===== src/rtl/ifu_pfq.sv =====
// Instruction fetch prefetch queue: credit-limited sequential fetch, in-order buffering, redirect flush.
// Optional IFU_PFQ_BYPASS_EN forwards a response straight to the EXU when the queue is empty.
module ifu_pfq #(
  parameter int unsigned    AW     = 32,
  parameter int unsigned    DW     = 32,
  parameter int unsigned    DEPTH  = 4,
  parameter logic [AW-1:0]  RST_PC = '0
) (
  input  logic          clk,
  input  logic          rst,
  output logic          ifu2biu_req_vld,
  input  logic          ifu2biu_req_rdy,
  output logic [AW-1:0] ifu2biu_req_pc,
  input  logic          biu2ifu_rsp_vld,
  output logic          biu2ifu_rsp_rdy,
  input  logic [DW-1:0] biu2ifu_rsp_inst,
  output logic          ifu2exu_req_vld,
  input  logic          ifu2exu_req_rdy,
  output logic [DW-1:0] ifu2exu_req_ir,
  output logic [AW-1:0] ifu2exu_req_pc,
  input  logic          exu2ifu_redir_vld,
  input  logic [AW-1:0] exu2ifu_redir_pc
);

  localparam int unsigned PW = $clog2(DEPTH);
  localparam int unsigned CW = PW + 1;
  localparam int unsigned SW = CW + 1;

  logic [AW-1:0] fpc;
  logic [AW-1:0] rpc;
  logic [CW-1:0] ost;
  logic [CW-1:0] drop;
  logic [CW-1:0] cnt;
  logic [PW-1:0] head;
  logic [PW-1:0] tail;
  logic [DW-1:0] last_ir;
  logic [AW-1:0] last_pc;
  logic          live;

  logic [DW-1:0] mem_ir [DEPTH];
  logic [AW-1:0] mem_pc [DEPTH];

  logic          live_c;
  logic          empty;
  logic          credit;
  logic          req_hs;
  logic          rsp_hs;
  logic          byp;
  logic          pop;
  logic          pop_q;
  logic          push;
  logic [AW-1:0] redir_tgt;
  logic          unused_redir_lsb;

  assign redir_tgt        = {exu2ifu_redir_pc[AW-1:2], 2'b00};
  assign unused_redir_lsb = ^exu2ifu_redir_pc[1:0];

  // Outputs stay quiet during reset and the first cycle after it.
  assign live_c = live & ~rst;
  assign empty  = (cnt == '0);
  assign credit = (SW'(ost) + SW'(cnt)) < SW'(DEPTH);

  always_comb begin
    byp             = 1'b0;
    biu2ifu_rsp_rdy = live_c;
    rsp_hs          = live_c & biu2ifu_rsp_vld;
    ifu2biu_req_vld = live_c & credit & ~exu2ifu_redir_vld;
    ifu2biu_req_pc  = live_c ? fpc : '0;
    req_hs          = ifu2biu_req_vld & ifu2biu_req_rdy;
`ifdef IFU_PFQ_BYPASS_EN
    byp = live_c & empty & (drop == '0) & ~exu2ifu_redir_vld & rsp_hs;
`endif
    ifu2exu_req_vld = live_c & ~exu2ifu_redir_vld & (~empty | byp);
    ifu2exu_req_ir  = last_ir;
    ifu2exu_req_pc  = last_pc;
    if (!empty) begin
      ifu2exu_req_ir = mem_ir[head];
      ifu2exu_req_pc = mem_pc[head];
    end
`ifdef IFU_PFQ_BYPASS_EN
    if (byp) begin
      ifu2exu_req_ir = biu2ifu_rsp_inst;
      ifu2exu_req_pc = rpc;
    end
`endif
    if (!live_c) begin
      ifu2exu_req_ir = '0;
      ifu2exu_req_pc = '0;
    end
    pop   = ifu2exu_req_vld & ifu2exu_req_rdy;
    pop_q = pop & ~empty;
    // A bypassed instruction the EXU takes right away never enters the queue.
    push  = rsp_hs & ~exu2ifu_redir_vld & (drop == '0) & ~(byp & pop);
  end

  always_ff @(posedge clk) begin
    if (rst) begin
      fpc     <= RST_PC;
      rpc     <= RST_PC;
      ost     <= '0;
      drop    <= '0;
      cnt     <= '0;
      head    <= '0;
      tail    <= '0;
      last_ir <= '0;
      last_pc <= '0;
      live    <= 1'b0;
    end else begin
      live <= 1'b1;
      if (exu2ifu_redir_vld) begin
        // Everything still in flight belongs to the old stream and must be dropped.
        fpc  <= redir_tgt;
        rpc  <= redir_tgt;
        ost  <= ost - CW'(rsp_hs);
        drop <= ost - CW'(rsp_hs);
        cnt  <= '0;
        head <= tail;
      end else begin
        if (req_hs) fpc <= fpc + AW'(4);
        ost <= ost + CW'(req_hs) - CW'(rsp_hs);
        if (rsp_hs) begin
          if (drop != '0) drop <= drop - CW'(1);
          else            rpc  <= rpc + AW'(4);
        end
        if (push)  tail <= tail + PW'(1);
        if (pop_q) head <= head + PW'(1);
        cnt <= cnt + CW'(push) - CW'(pop_q);
        if (pop) begin
          last_ir <= ifu2exu_req_ir;
          last_pc <= ifu2exu_req_pc;
        end
      end
    end
  end

  // Queue storage; needs no reset since occupancy gates every read.
  always_ff @(posedge clk) begin
    if (push) begin
      mem_ir[tail] <= biu2ifu_rsp_inst;
      mem_pc[tail] <= rpc;
    end
  end

endmodule


===== config.mk =====
export PLATFORM = sky130hd
export DESIGN_NAME = ifu_pfq
export DESIGN_NICKNAME = d
export VERILOG_FILES = /design/src/rtl/ifu_pfq.sv
export SDC_FILE = /design/constraint.sdc
export NUM_CORES = 1
export LEC_CHECK = 0
export ABC_AREA = 1
export CAP_MARGIN = 20
export CORE_ASPECT_RATIO = 1.5
export CORE_UTILIZATION = 50
export CTS_CLUSTER_SIZE = 28
export DETAILED_ROUTE_END_ITERATION = 6
export HOLD_SLACK_MARGIN = 0.02
export PLACE_DENSITY_LB_ADDON = 0.25
export SETUP_SLACK_MARGIN = 0.15
export SYNTH_ARGS = -nofsm -noshare
export SYNTH_HDL_FRONTEND = slang
export SYNTH_SLANG_ARGS = --single-unit

===== constraint.sdc =====
create_clock -name clk -period 11.4 [get_ports clk]
set_clock_uncertainty 0.15 [all_clocks]
set_input_delay 2.28 -clock clk [delete_from_list [all_inputs] [get_ports clk]]
set_output_delay 2.28 -clock clk [all_outputs]
set_load 0.02 [all_outputs]

Word level (Yosys, flattened, before mapping)
Memory sizes are Yosys's and may differ from the RTL's. A register that Yosys moved wholly into a read port is not among the register bits.
Index checks and enable logic that the tools add are counted.
{ "word_totals": {"register_bits": 142, "mem_bits_rw": 256, "in_bits": 70, "output_inout_bits": 99, "wordCells": 78, "memories": 2} }
{ "memory_table": {"columns": ["name", "depth", "width", "rd", "rd_ports_with_merged_regs", "wr", "line_no", "source"], "rows": [
  ["mem_ir", 4, 32, 1, 1, 1, "40", "logic [DW-1:0] mem_ir [DEPTH];"],
  ["mem_pc", 4, 32, 1, 1, 1, "41", "logic [AW-1:0] mem_pc [DEPTH];"]
]} }
{ "classes": {"n_addsub": 11, "n_lt_le_gt_ge": 1, "eq_ne": 1, "mux": 23, "bitwise": 15, "reduce_logical": 13} }
{ "op_table": {"columns": ["operator", "n"], "rows": [
  ["32-bit two-way mux", 10],
  ["32-bit by 3-bit adder with 32-bit output (second input constant)", 2],
  ["2-bit two-way mux", 6],
  ["3-bit two-way mux", 4],
  ["1-bit bitwise AND", 11],
  ["2-bit AND reduction", 5],
  ["3-bit by 1-bit subtractor with 3-bit output", 3],
  ["2-bit nonzero test", 4],
  ["3-bit by 1-bit adder with 3-bit output", 2],
  ["3-bit logical NOT", 2],
  ["2-bit by 1-bit adder with 2-bit output (second input constant)", 2],
  ["3-bit by 3-bit adder with 4-bit output", 1],
  ["4-bit by 3-bit < comparator with 1-bit output (second input constant)", 1],
  ["1-bit NOT", 4],
  ["1-bit two-way mux", 3],
  ["3-bit nonzero test", 1],
  ["3-bit by 1-bit subtractor with 3-bit output (second input constant)", 1],
  ["2-bit != test (second input constant)", 1],
  ["2-bit OR reduction", 1]
]} }

Longest topological paths before layout
Gate-level depths: netlist (run 1).
{ "logic_depth": {"ltp_word": 10, "depth_mapped": 17, "ltp_nobuf": 15} }

Worst setup path after synthesis (run 1)
OpenSTA, ideal clock, no wires.
{ "synth_timing": {"path_kind": "input port to flip-flop", "startpoint": "input rst", "endpoint": "memory mem_ir[0][0] (enable)", "setup_time_ps": 483, "t_arrival_ps": 5778, "required_time_ps": 10767, "setup_slack_ps": 4990, "stages": 11, "n_path_buf": 2, "path_cell_list": "buf_4 inv_2 nand2_4 inv_4 nand2_4 nor2_8 inv_2 nor2_4 buf_6 inv_2 nor2_1"} }
{ "synth_between": {"elab_chain_cells": 7} }
{ "synth_rtl": {"columns": ["element", "line_no", "source"], "rows": [
  ["start: declaration", "10", "input logic rst,"],
  ["1-bit NOT", "59", "assign live_c = live & ~rst;"],
  ["1-bit bitwise AND", "59", null],
  ["1-bit bitwise AND", "66", "rsp_hs = live_c & biu2ifu_rsp_vld;"],
  ["1-bit bitwise AND (2 in series)", "93", "push = rsp_hs & ~exu2ifu_redir_vld & (drop == '0) & ~(byp & pop);"],
  ["1-bit two-way mux", "138", "if (push) begin"],
  ["1-bit two-way mux (implied by the code)", "139", "mem_ir[tail] <= biu2ifu_rsp_inst;"],
  ["end: declaration", "40", null]
]} }
No other way between the ends.

Worst setup path in the final report (run 1)
{ "layout_timing": {"startpoint": "input rst", "endpoint": "output ifu2exu_req_pc[8]"} }
{ "layout_between": {"elab_chain_cells": 3} }
{ "layout_rtl": {"columns": ["element", "line_no", "source"], "rows": [
  ["1-bit NOT", "59", null],
  ["1-bit bitwise AND", "59", null],
  ["32-bit two-way mux", "86", "if (!live_c) begin"],
  ["end: declaration", "20", "output logic [AW-1:0] ifu2exu_req_pc,"]
]} }
No other way between the ends.

==> impl_results.html, run 1 <==
<table>
<tr><th>Metric</th><th>Value</th></tr>
<tr><th colspan="2">Place</th></tr>
<tr><td>Weighted congestion at the end of routability-driven global placement</td><td>slightly below 1</td></tr>
<tr><td>I/O Buffers</td><td>around 160</td></tr>
<tr><td>Post-Place Cells</td><td>2,415</td></tr>
<tr><td>Detailed placement HPWL</td><td>~26,000 um</td></tr>
<tr><td>Total cell area at the placement stage</td><td>~19,000 um^2</td></tr>
<tr><th colspan="2">Timing</th></tr>
<tr><td>Fraction of the cycle the final worst path needs</td><td>0.6356</td></tr>
<tr><td>Number of endpoints with negative hold slack in the final report</td><td>0</td></tr>
<tr><td>Actual transition at the worst max-transition pin</td><td>1.062 ns</td></tr>
<tr><td>Fin Setup TNS</td><td>0 ns</td></tr>
<tr><td>Final min period</td><td>about 7.2 ns</td></tr>
<tr><td>Highest attainable clock frequency</td><td>138.0 MHz</td></tr>
<tr><td>Final Slew Violations</td><td>0</td></tr>
<tr><td>Setup repair after global routing missed its margin</td><td>no</td></tr>
<tr><td>Hold Slack</td><td>roughly 0.31 ns</td></tr>
<tr><td>Worst slew slack as a fraction of its limit</td><td>0.2896</td></tr>
<tr><td>Setup-violating endpoint count in the final report</td><td>0</td></tr>
<tr><th colspan="2">Worst setup path</th></tr>
<tr><td>Max FO, Critical Path</td><td>66</td></tr>
<tr><td>Slowest cell on the critical path</td><td>sky130_fd_sc_hd__inv_4</td></tr>
<tr><td>Setup Crit Path Kind</td><td>in -&gt; out</td></tr>
<tr><td>Crit path max-delay family</td><td>buffers and inverters</td></tr>
<tr><td>Cell Chain, Critical Path</td><td>buf_2, buf_4, inv_2, nand2_4, inv_4, o211ai_1, inv_1, clkdlybuf4s50_1</td></tr>
<tr><td>Delay contributed by the slowest stage of the critical path</td><td>about 0.66 ns</td></tr>
<tr><td>Critical Path End Type</td><td>primary output</td></tr>
<tr><td>Critical path buffers and inverters</td><td>6</td></tr>
<tr><td>Nature of the critical path startpoint</td><td>input port</td></tr>
<tr><td>Worst path arrival time</td><td>roughly 4.8 ns</td></tr>
<tr><td>Register-to-Register Path Depth</td><td>14</td></tr>
<tr><td>Crit. path cell count</td><td>8</td></tr>
<tr><td>Required time of the critical path</td><td>between 8 and 9 ns</td></tr>
<tr><th colspan="2">Drt</th></tr>
<tr><td>Antenna-violating nets left</td><td>0</td></tr>
<tr><td>DRT Pass-1 Iters</td><td>5</td></tr>
<tr><td>Number of remaining DRC errors</td><td>0</td></tr>
<tr><td>Mean routed wirelength per cell</td><td>~17 um</td></tr>
<tr><td>Via count normalized by instance count</td><td>between 5 and 6</td></tr>
<tr><td>Vias after detailed routing</td><td>13,720</td></tr>
<tr><td>Total wire length after detailed routing</td><td>43,300 um</td></tr>
<tr><td>Starting DRT DRC Count</td><td>878</td></tr>
<tr><th colspan="2">Power</th></tr>
<tr><td>P_leak</td><td>roughly 7.6 nW</td></tr>
<tr><td>Clock network fraction of total power</td><td>0.435</td></tr>
<tr><td>Net switching power figure</td><td>between 0.6 and 0.7 mW</td></tr>
<tr><td>Peak supply drop</td><td>slightly above 100 uV</td></tr>
<tr><td>Power per Cell Area</td><td>~150 nW/um^2</td></tr>
<tr><td>Cell-internal power</td><td>roughly 2.4 mW</td></tr>
<tr><td>Sequential share of power</td><td>0.506</td></tr>
<tr><td>Switching share of power</td><td>0.2209</td></tr>
<tr><td>Combinational share of power</td><td>0.059</td></tr>
<tr><th colspan="2">Die</th></tr>
<tr><td>Total die area</td><td>35,760 um^2</td></tr>
<tr><td>Initial Utilization</td><td>0.5090</td></tr>
<tr><td>Boundary Pins</td><td>169</td></tr>
<tr><td>X dimension of the die</td><td>154.7 um</td></tr>
<tr><td>Overall die height</td><td>about 230 um</td></tr>
<tr><td>CORE AREA</td><td>34,370 um^2</td></tr>
<tr><td># rows</td><td>83</td></tr>
<tr><th colspan="2">Run status</th></tr>
<tr><td>Outcome</td><td>completed</td></tr>
<tr><th colspan="2">Cells and area</th></tr>
<tr><td>Final standard cell area without fillers</td><td>between 20,000 and 25,000 um^2</td></tr>
<tr><td>Final design utilization</td><td>0.6002</td></tr>
<tr><td>Area delta synth-&gt;final</td><td>17.91%</td></tr>
<tr><td>Filler-free cell count of the finished design</td><td>around 2,500</td></tr>
<tr><td>Number of nets in the layout</td><td>between 2,000 and 2,500</td></tr>
<tr><td>Layout cell share with drive strength beyond 1</td><td>0.05255</td></tr>
<tr><td>Diode count</td><td>0</td></tr>
<tr><th colspan="2">Clocking</th></tr>
<tr><td>Max Buffers Root-to-Sink</td><td>3</td></tr>
<tr><td># Post-CTS Setup Buffers</td><td>0</td></tr>
<tr><td>CTS tree</td><td>yes</td></tr>
<tr><td>Hold-fix buffer count after cts</td><td>0</td></tr>
<tr><td>Clock-pin slew on the worst setup and hold paths</td><td>around 0.060 ns</td></tr>
<tr><td>Post-cts repair resize count</td><td>0</td></tr>
<tr><td>Clock Sinks</td><td>between 300 and 400</td></tr>
<tr><td>Number of levels the H-tree was split into</td><td>2</td></tr>
<tr><td>Number of buffers inserted during clock tree synthesis</td><td>38</td></tr>
<tr><td>Clock latency on the worst-skew pair</td><td>roughly 0.53 ns</td></tr>
<tr><td>Root buffer cell</td><td>sky130_fd_sc_hd__clkbuf_16</td></tr>
<tr><th colspan="2">Synthesis</th></tr>
<tr><td>Count leader, synth</td><td>sky130_fd_sc_hd__nor2_1</td></tr>
<tr><td>Yosys Warn Count</td><td>0</td></tr>
<tr><td>Post-synthesis sequential area ratio</td><td>0.5858</td></tr>
<tr><td>Number of enable flip-flop cells after synthesis</td><td>between 200 and 250</td></tr>
<tr><td>Top cell type's share of synthesized area</td><td>0.4256</td></tr>
<tr><td>Post-Syn Area per Cell</td><td>approximately 9.3 um^2</td></tr>
<tr><td>Most frequently used flop master after synthesis</td><td>sky130_fd_sc_hd__edfxtp_1</td></tr>
<tr><td>Count of cell types in the netlist</td><td>40</td></tr>
<tr><td>Cell type contributing the most total cell area after synthesis</td><td>sky130_fd_sc_hd__edfxtp_1</td></tr>
<tr><td>Dominant cells by area after synthesis</td><td>sky130_fd_sc_hd__edfxtp_1, sky130_fd_sc_hd__dfxtp_1, sky130_fd_sc_hd__nor2_1, sky130_fd_sc_hd__o21ai_0, sky130_fd_sc_hd__o211ai_1</td></tr>
<tr><td>Share of synthesized flip-flops with an asynchronous set or reset</td><td>0</td></tr>
<tr><td>Number of instances in the synthesized netlist</td><td>between 1,500 and 2,000</td></tr>
<tr><td>Synth cell count leaders</td><td>sky130_fd_sc_hd__nor2_1, sky130_fd_sc_hd__edfxtp_1, sky130_fd_sc_hd__nand2_1</td></tr>
<tr><td>Post-synthesis cell area</td><td>about 17,000 um^2</td></tr>
<tr><td>FF+latch count, synth</td><td>~390</td></tr>
<tr><th colspan="2">GRT</th></tr>
<tr><td>Global-route usage over all layers</td><td>0.2443</td></tr>
<tr><td>Largest net degree at the start of global routing</td><td>a little under 90</td></tr>
<tr><td>Via count of the first global-routing pass</td><td>13,370</td></tr>
<tr><td>Antenna violations before repair</td><td>0</td></tr>
<tr><td>Residual overflow from global routing</td><td>0</td></tr>
<tr><td>First-pass GRT wire length</td><td>~69,000 um</td></tr>
<tr><th colspan="2">Run</th></tr>
<tr><td>Max-cap violation count</td><td>0</td></tr>
<tr><th colspan="2">Min path</th></tr>
<tr><td>Cells on Worst Hold Path</td><td>2</td></tr>
<tr><td>Worst hold path class</td><td>reg -&gt; reg</td></tr>
</table>
==> worst min-delay path, cell delays in order (launching register included) <==
cell and delay (ns):
sky130_fd_sc_hd__dfxtp_1 0.31, sky130_fd_sc_hd__nand3_1 0.07, sky130_fd_sc_hd__inv_1 0.04
==> placed cells by master, fill, tap and decap left out, types with 5 or more instances in the layout <==
cell type / n
sky130_fd_sc_hd__nand3_1: 80
sky130_fd_sc_hd__inv_1: 175
sky130_fd_sc_hd__nor2_2: 5
sky130_fd_sc_hd__nor2_4: 7
sky130_fd_sc_hd__a31oi_1: 14
sky130_fd_sc_hd__nand2_1: 240
sky130_fd_sc_hd__xor2_1: 12
sky130_fd_sc_hd__clkinv_2: 9
sky130_fd_sc_hd__o21ai_0: 223
sky130_fd_sc_hd__nor2_1: 307
sky130_fd_sc_hd__ha_1: 16
sky130_fd_sc_hd__clkbuf_16: 39
sky130_fd_sc_hd__bufinv_16: 7
sky130_fd_sc_hd__nand4_1: 10
sky130_fd_sc_hd__inv_2: 6
sky130_fd_sc_hd__nor3_1: 7
sky130_fd_sc_hd__o21ai_1: 5
sky130_fd_sc_hd__a21oi_1: 107
sky130_fd_sc_hd__buf_4: 11
sky130_fd_sc_hd__edfxtp_1: 248
sky130_fd_sc_hd__a21boi_0: 9
sky130_fd_sc_hd__o211ai_1: 128
sky130_fd_sc_hd__clkdlybuf4s50_1: 162
sky130_fd_sc_hd__dfxtp_1: 138
sky130_fd_sc_hd__clkbuf_1: 7
==> state kept, by name, summed over array words and instances, names as in the netlist, named ones only <==
name / cells
mem_pc: 120
mem_ir: 128
drop: 3
head: 2
cnt: 3
ost: 3
last_pc: 32
rpc: 30
live: 1
tail: 2
fpc: 30
last_ir: 32
==> cell families after synthesis <==
group           count (synthesis)  synth area share
simple gates                  673            0.1598
compound gates                492            0.1622
flops                         388            0.5858
buf+inv                       294           0.07030
fa+ha+maj                      18           0.01373
xor+xnor                       16          0.008009
other cells                     1         0.0002143
==> layout make-up <==
type / count / area [um^2]
Sequential cell: 388 / 10260
Multi-Input combinational cell: 1201 / 6058
Timing Repair Buffer: 175 / 1714
Clock buffer: 48 / 1030
Fill cell: 2951 / 13740
Inverter: 184 / 695.7
Tap cell: 467 / 584.3
Clock inverter: 21 / 290.3
==> power by group through the flow <==
stage,sequential [mW],clock (mW),combinational (mW)
after floorplan,1.56,0,0.120
after global routing,1.55,1.41,0.202
after CTS,1.55,1.35,0.181
after detailed placement,1.58,0,0.180
after global placement,1.58,0,0.174
final,1.55,1.33,0.180
==> final timing paths <==
path,from,to,slack (ns)
max,rst,ifu2exu_req_pc[8],4.15
min,last_pc[0],last_pc[0],0.31
min reg2reg,last_pc[0],last_pc[0],0.31
max reg2reg,live,cnt[2],7.42
==> per-stage QoR <==
step | setup WS [ns] | power, mW
final | 4.154 | 3.060
after global routing | 3.974 | 3.163
after CTS | 4.138 | 3.079
after detailed placement | 4.139 | 1.757
after global placement | 4.191 | 1.750
after floorplan | 4.990 | 1.684
==> layer usage <==
metal | vias up | global-route usage | share of wire
met5 | - | 0 | 0
met1 | 6513 | 0.2879 | 0.40
met4 | 0 | 0.1126 | 0.038
met3 | 105 | 0.02898 | 0.052
li1 | 6654 | - | -
met2 | 452 | 0.4423 | 0.51
(Power assumes the default switching activity.)
==> run 2: changes to the inputs <==
==> constraint.sdc (replaced) <==
create_clock -name clk -period 7.2 [get_ports clk]
set_clock_uncertainty 0.15 [all_clocks]
set_input_delay 1.44 -clock clk [delete_from_list [all_inputs] [get_ports clk]]
set_output_delay 1.44 -clock clk [all_outputs]
set_load 0.02 [all_outputs]
==> run 2 against run 1 <==
- setup slack worse by 2.2 ns
- clock power is 45% higher
- utilization is 0.22 points lower
- final cell count rose by 0.20%
- non-clock buffer count grew 5
- final area decreased by 0.36%
- largest cell class unchanged
- highest routed layer unchanged
==> impl_results.html, run 2 (synthesized netlist as in run 1, its figures left out) <==
<table>
<tr><th>Metric</th><th>Value</th></tr>
<tr><th colspan="2">Run status</th></tr>
<tr><td>Outcome</td><td>completed (unchanged)</td></tr>
<tr><th colspan="2">Power</th></tr>
<tr><td>Combinational share of power</td><td>0.061 (was 0.059)</td></tr>
<tr><td>Power per Cell Area</td><td>227.0 nW/um^2 (was 148.3 nW/um^2)</td></tr>
<tr><td>Post-layout power</td><td>4.666 mW (was 3.060 mW)</td></tr>
<tr><td>Net switching power figure</td><td>1.076 mW (was 0.6759 mW)</td></tr>
<tr><td>Peak supply drop</td><td>144.5 uV (was 101.2 uV)</td></tr>
<tr><td>Sequential share of power</td><td>0.526 (was 0.506)</td></tr>
<tr><td>P_leak</td><td>7.550 nW (was 7.594 nW)</td></tr>
<tr><td>Switching share of power</td><td>0.2305 (was 0.2209)</td></tr>
<tr><td>Clock network fraction of total power</td><td>0.413 (was 0.435)</td></tr>
<tr><td>Cell-internal power</td><td>3.590 mW (was 2.384 mW)</td></tr>
<tr><th colspan="2">Cells and area</th></tr>
<tr><td>Area delta synth-&gt;final</td><td>17.48% (was 17.91%)</td></tr>
<tr><td>Most common library cell in the layout ignoring fill and taps</td><td>sky130_fd_sc_hd__nor2_1 (unchanged)</td></tr>
<tr><td>Largest registers in the final layout</td><td>mem_ir: 128 flops, mem_pc: 120 flops (unchanged)</td></tr>
<tr><td>Largest register FFs</td><td>128 (unchanged)</td></tr>
<tr><td>Number of nets in the layout</td><td>2,081 (was 2,076)</td></tr>
<tr><td>Highest-count cells in the layout ignoring fill and taps</td><td>sky130_fd_sc_hd__nor2_1, sky130_fd_sc_hd__edfxtp_1, sky130_fd_sc_hd__nand2_1 (unchanged)</td></tr>
<tr><td>Diode count</td><td>0 (unchanged)</td></tr>
<tr><td>Layout cell share with drive strength beyond 1</td><td>0.05341 (was 0.05255)</td></tr>
<tr><td>Top register by number of flip-flops</td><td>mem_ir (unchanged)</td></tr>
<tr><th colspan="2">Clocking</th></tr>
<tr><td>Number of levels the H-tree was split into</td><td>2 (unchanged)</td></tr>
<tr><td># Post-CTS Setup Buffers</td><td>0 (unchanged)</td></tr>
<tr><td>CTS tree</td><td>yes (unchanged)</td></tr>
<tr><td>Max Buffers Root-to-Sink</td><td>3 (unchanged)</td></tr>
<tr><td>Hold-fix buffer count after cts</td><td>0 (unchanged)</td></tr>
<tr><td>Clock latency on the worst-skew pair</td><td>0.53 ns (about the same)</td></tr>
<tr><td>Clock-pin slew on the worst setup and hold paths</td><td>0.06 ns (about the same)</td></tr>
<tr><td>Clock Sinks</td><td>388 (unchanged)</td></tr>
<tr><td>Post-cts repair resize count</td><td>0 (unchanged)</td></tr>
<tr><td>Root buffer cell</td><td>sky130_fd_sc_hd__clkbuf_16 (unchanged)</td></tr>
<tr><td>Number of buffers inserted during clock tree synthesis</td><td>38 (unchanged)</td></tr>
<tr><th colspan="2">Drt</th></tr>
<tr><td>Via count normalized by instance count</td><td>5.512 (was 5.525)</td></tr>
<tr><td>DRT Pass-1 Iters</td><td>5 (unchanged)</td></tr>
<tr><td>Total wire length after detailed routing</td><td>43,690 um (was 43,300 um)</td></tr>
<tr><td>Mean routed wirelength per cell</td><td>17.55 um (was 17.43 um)</td></tr>
<tr><td>Antenna-violating nets left</td><td>0 (unchanged)</td></tr>
<tr><td>Vias after detailed routing</td><td>13,720 (about the same)</td></tr>
<tr><td>Number of remaining DRC errors</td><td>0 (unchanged)</td></tr>
<tr><td>Starting DRT DRC Count</td><td>862 (was 878)</td></tr>
<tr><th colspan="2">Die</th></tr>
<tr><td># rows</td><td>83 (unchanged)</td></tr>
<tr><td>X dimension of the die</td><td>154.7 um (unchanged)</td></tr>
<tr><td>Initial Utilization</td><td>0.5090 (unchanged)</td></tr>
<tr><td>CORE AREA</td><td>34,370 um^2 (unchanged)</td></tr>
<tr><td>Total die area</td><td>35,760 um^2 (unchanged)</td></tr>
<tr><td>Overall die height</td><td>231.1 um (unchanged)</td></tr>
<tr><td>Boundary Pins</td><td>169 (unchanged)</td></tr>
<tr><th colspan="2">Worst setup path</th></tr>
<tr><td>Required time of the critical path</td><td>5.61 ns (was 8.97 ns)</td></tr>
<tr><td>Critical Path End Type</td><td>primary output (unchanged)</td></tr>
<tr><td>Nature of the critical path startpoint</td><td>input port (unchanged)</td></tr>
<tr><td>Setup Crit Path Kind</td><td>in -&gt; out (unchanged)</td></tr>
<tr><td>Max FO, Critical Path</td><td>66 (unchanged)</td></tr>
<tr><td>Worst path arrival time</td><td>3.61 ns (was 4.82 ns)</td></tr>
<tr><th colspan="2">Place</th></tr>
<tr><td>I/O Buffers</td><td>164 (unchanged)</td></tr>
<tr><td>Detailed placement HPWL</td><td>26,870 um (was 26,370 um)</td></tr>
<tr><td>Pre-CTS worst setup slack</td><td>1.894 ns (was 4.139 ns)</td></tr>
<tr><td>Weighted congestion at the end of routability-driven global placement</td><td>0.9369 (was 0.9834)</td></tr>
<tr><th colspan="2">Timing</th></tr>
<tr><td>Setup-violating endpoint count in the final report</td><td>0 (unchanged)</td></tr>
<tr><td>Actual transition at the worst max-transition pin</td><td>1.016 ns (was 1.062 ns)</td></tr>
<tr><td>Setup repair after global routing missed its margin</td><td>no (unchanged)</td></tr>
<tr><td>Fin Setup TNS</td><td>0 ns (unchanged)</td></tr>
<tr><td>Number of endpoints with negative hold slack in the final report</td><td>0 (unchanged)</td></tr>
<tr><td>Worst slew slack as a fraction of its limit</td><td>0.3227 (was 0.2896)</td></tr>
<tr><td>Fraction of the cycle the final worst path needs</td><td>0.7227</td></tr>
<tr><td>Highest attainable clock frequency</td><td>192.2 MHz</td></tr>
<tr><td>Final min period</td><td>5.203 ns</td></tr>
<tr><td>Setup WS post-layout</td><td>1.997 ns (was 4.154 ns)</td></tr>
<tr><td>Final Slew Violations</td><td>0 (unchanged)</td></tr>
<tr><th colspan="2">GRT</th></tr>
<tr><td>Residual overflow from global routing</td><td>0 (unchanged)</td></tr>
<tr><td>Via count of the first global-routing pass</td><td>13,420 (was 13,370)</td></tr>
<tr><td>Antenna violations before repair</td><td>0 (unchanged)</td></tr>
<tr><td>Global-route usage over all layers</td><td>0.2469 (was 0.2443)</td></tr>
<tr><td>First-pass GRT wire length</td><td>69,190 um (was 68,640 um)</td></tr>
<tr><td>Largest net degree at the start of global routing</td><td>88 (unchanged)</td></tr>
<tr><th colspan="2">Min path</th></tr>
<tr><td>Worst hold path class</td><td>reg -&gt; reg (unchanged)</td></tr>
<tr><th colspan="2">Run</th></tr>
<tr><td>Max-cap violation count</td><td>0 (unchanged)</td></tr>
</table>
==> run 2: cell count changes in the layout (fill, tap and decap cells not counted), moves of 2 or more <==
cell,change
sky130_fd_sc_hd__bufinv_16,-5
sky130_fd_sc_hd__clkinvlp_4,+2
sky130_fd_sc_hd__buf_4,+4
sky130_fd_sc_hd__clkinv_2,-2
sky130_fd_sc_hd__clkinv_1,+3
sky130_fd_sc_hd__inv_6,+3
==> run 2: critical path, cell delays in order <==
cell and delay (ns):
sky130_fd_sc_hd__buf_2 0.11, sky130_fd_sc_hd__inv_2 0.07, sky130_fd_sc_hd__nand2_4 0.22, sky130_fd_sc_hd__inv_4 0.71, sky130_fd_sc_hd__o211ai_1 0.24, sky130_fd_sc_hd__inv_1 0.17
sky130_fd_sc_hd__clkdlybuf4s50_1 0.62
==> run 2: power by group through the flow <==
stage / Clock [mW] / Combinational, mW / Sequential (mW)
finish: 1.93 / 0.285 / 2.45
global route: 2.04 / 0.320 / 2.46
CTS: 1.95 / 0.287 / 2.45
detailed placement: 0 / 0.285 / 2.50
global placement: 0 / 0.277 / 2.50
floorplan: 0 / 0.190 / 2.48
==> run 2: cell type report <==
| cell class | instances | area, um^2 |
|---|---|---|
| Inverter | 184 | 695.7 |
| Multi-Input combinational cell | 1201 | 6058 |
| Clock buffer | 47 | 1016 |
| Timing Repair Buffer | 180 | 1764 |
| Tap cell | 467 | 584.3 |
| Sequential cell | 388 | 10260 |
| Clock inverter | 22 | 178.9 |
| Fill cell | 2936 | 13820 |
==> run 2: path summary, 6_finish.rpt <==
kind | depth (start not counted) | startpoint | end | slack [ns]
max | 7 | rst | ifu2exu_req_pc[9] | 2.00
min | 2 | last_pc[1] | last_pc[1] | 0.31
max reg2reg | 14 | live | cnt[2] | 3.20
min reg2reg | 2 | last_pc[1] | last_pc[1] | 0.31
==> run 2: layer usage <==
layer | wire length [um] | track usage | vias up
li1 | - | - | 6675
met1 | 17480 | 0.2844 | 6577
met2 | 22660 | 0.4543 | 371
met3 | 1803 | 0.02898 | 97
met4 | 1744 | 0.1145 | 0
met5 | 0 | 0 | -
==> run 2: metrics by stage <==
stage	instance area (um^2)	hold WS (ns)	cells	util
3_5_place_dp	19360	0.3009	2420	0.5632
3_3_place_gp	19360	0.2939	2420	0.5632
5_1_grt	20550	0.3276	2489	0.5980
2_1_floorplan	17500	0.2850	1883	-
6_report	20550	0.3124	2489	0.5980
4_1_cts	20550	0.3112	2489	0.5980
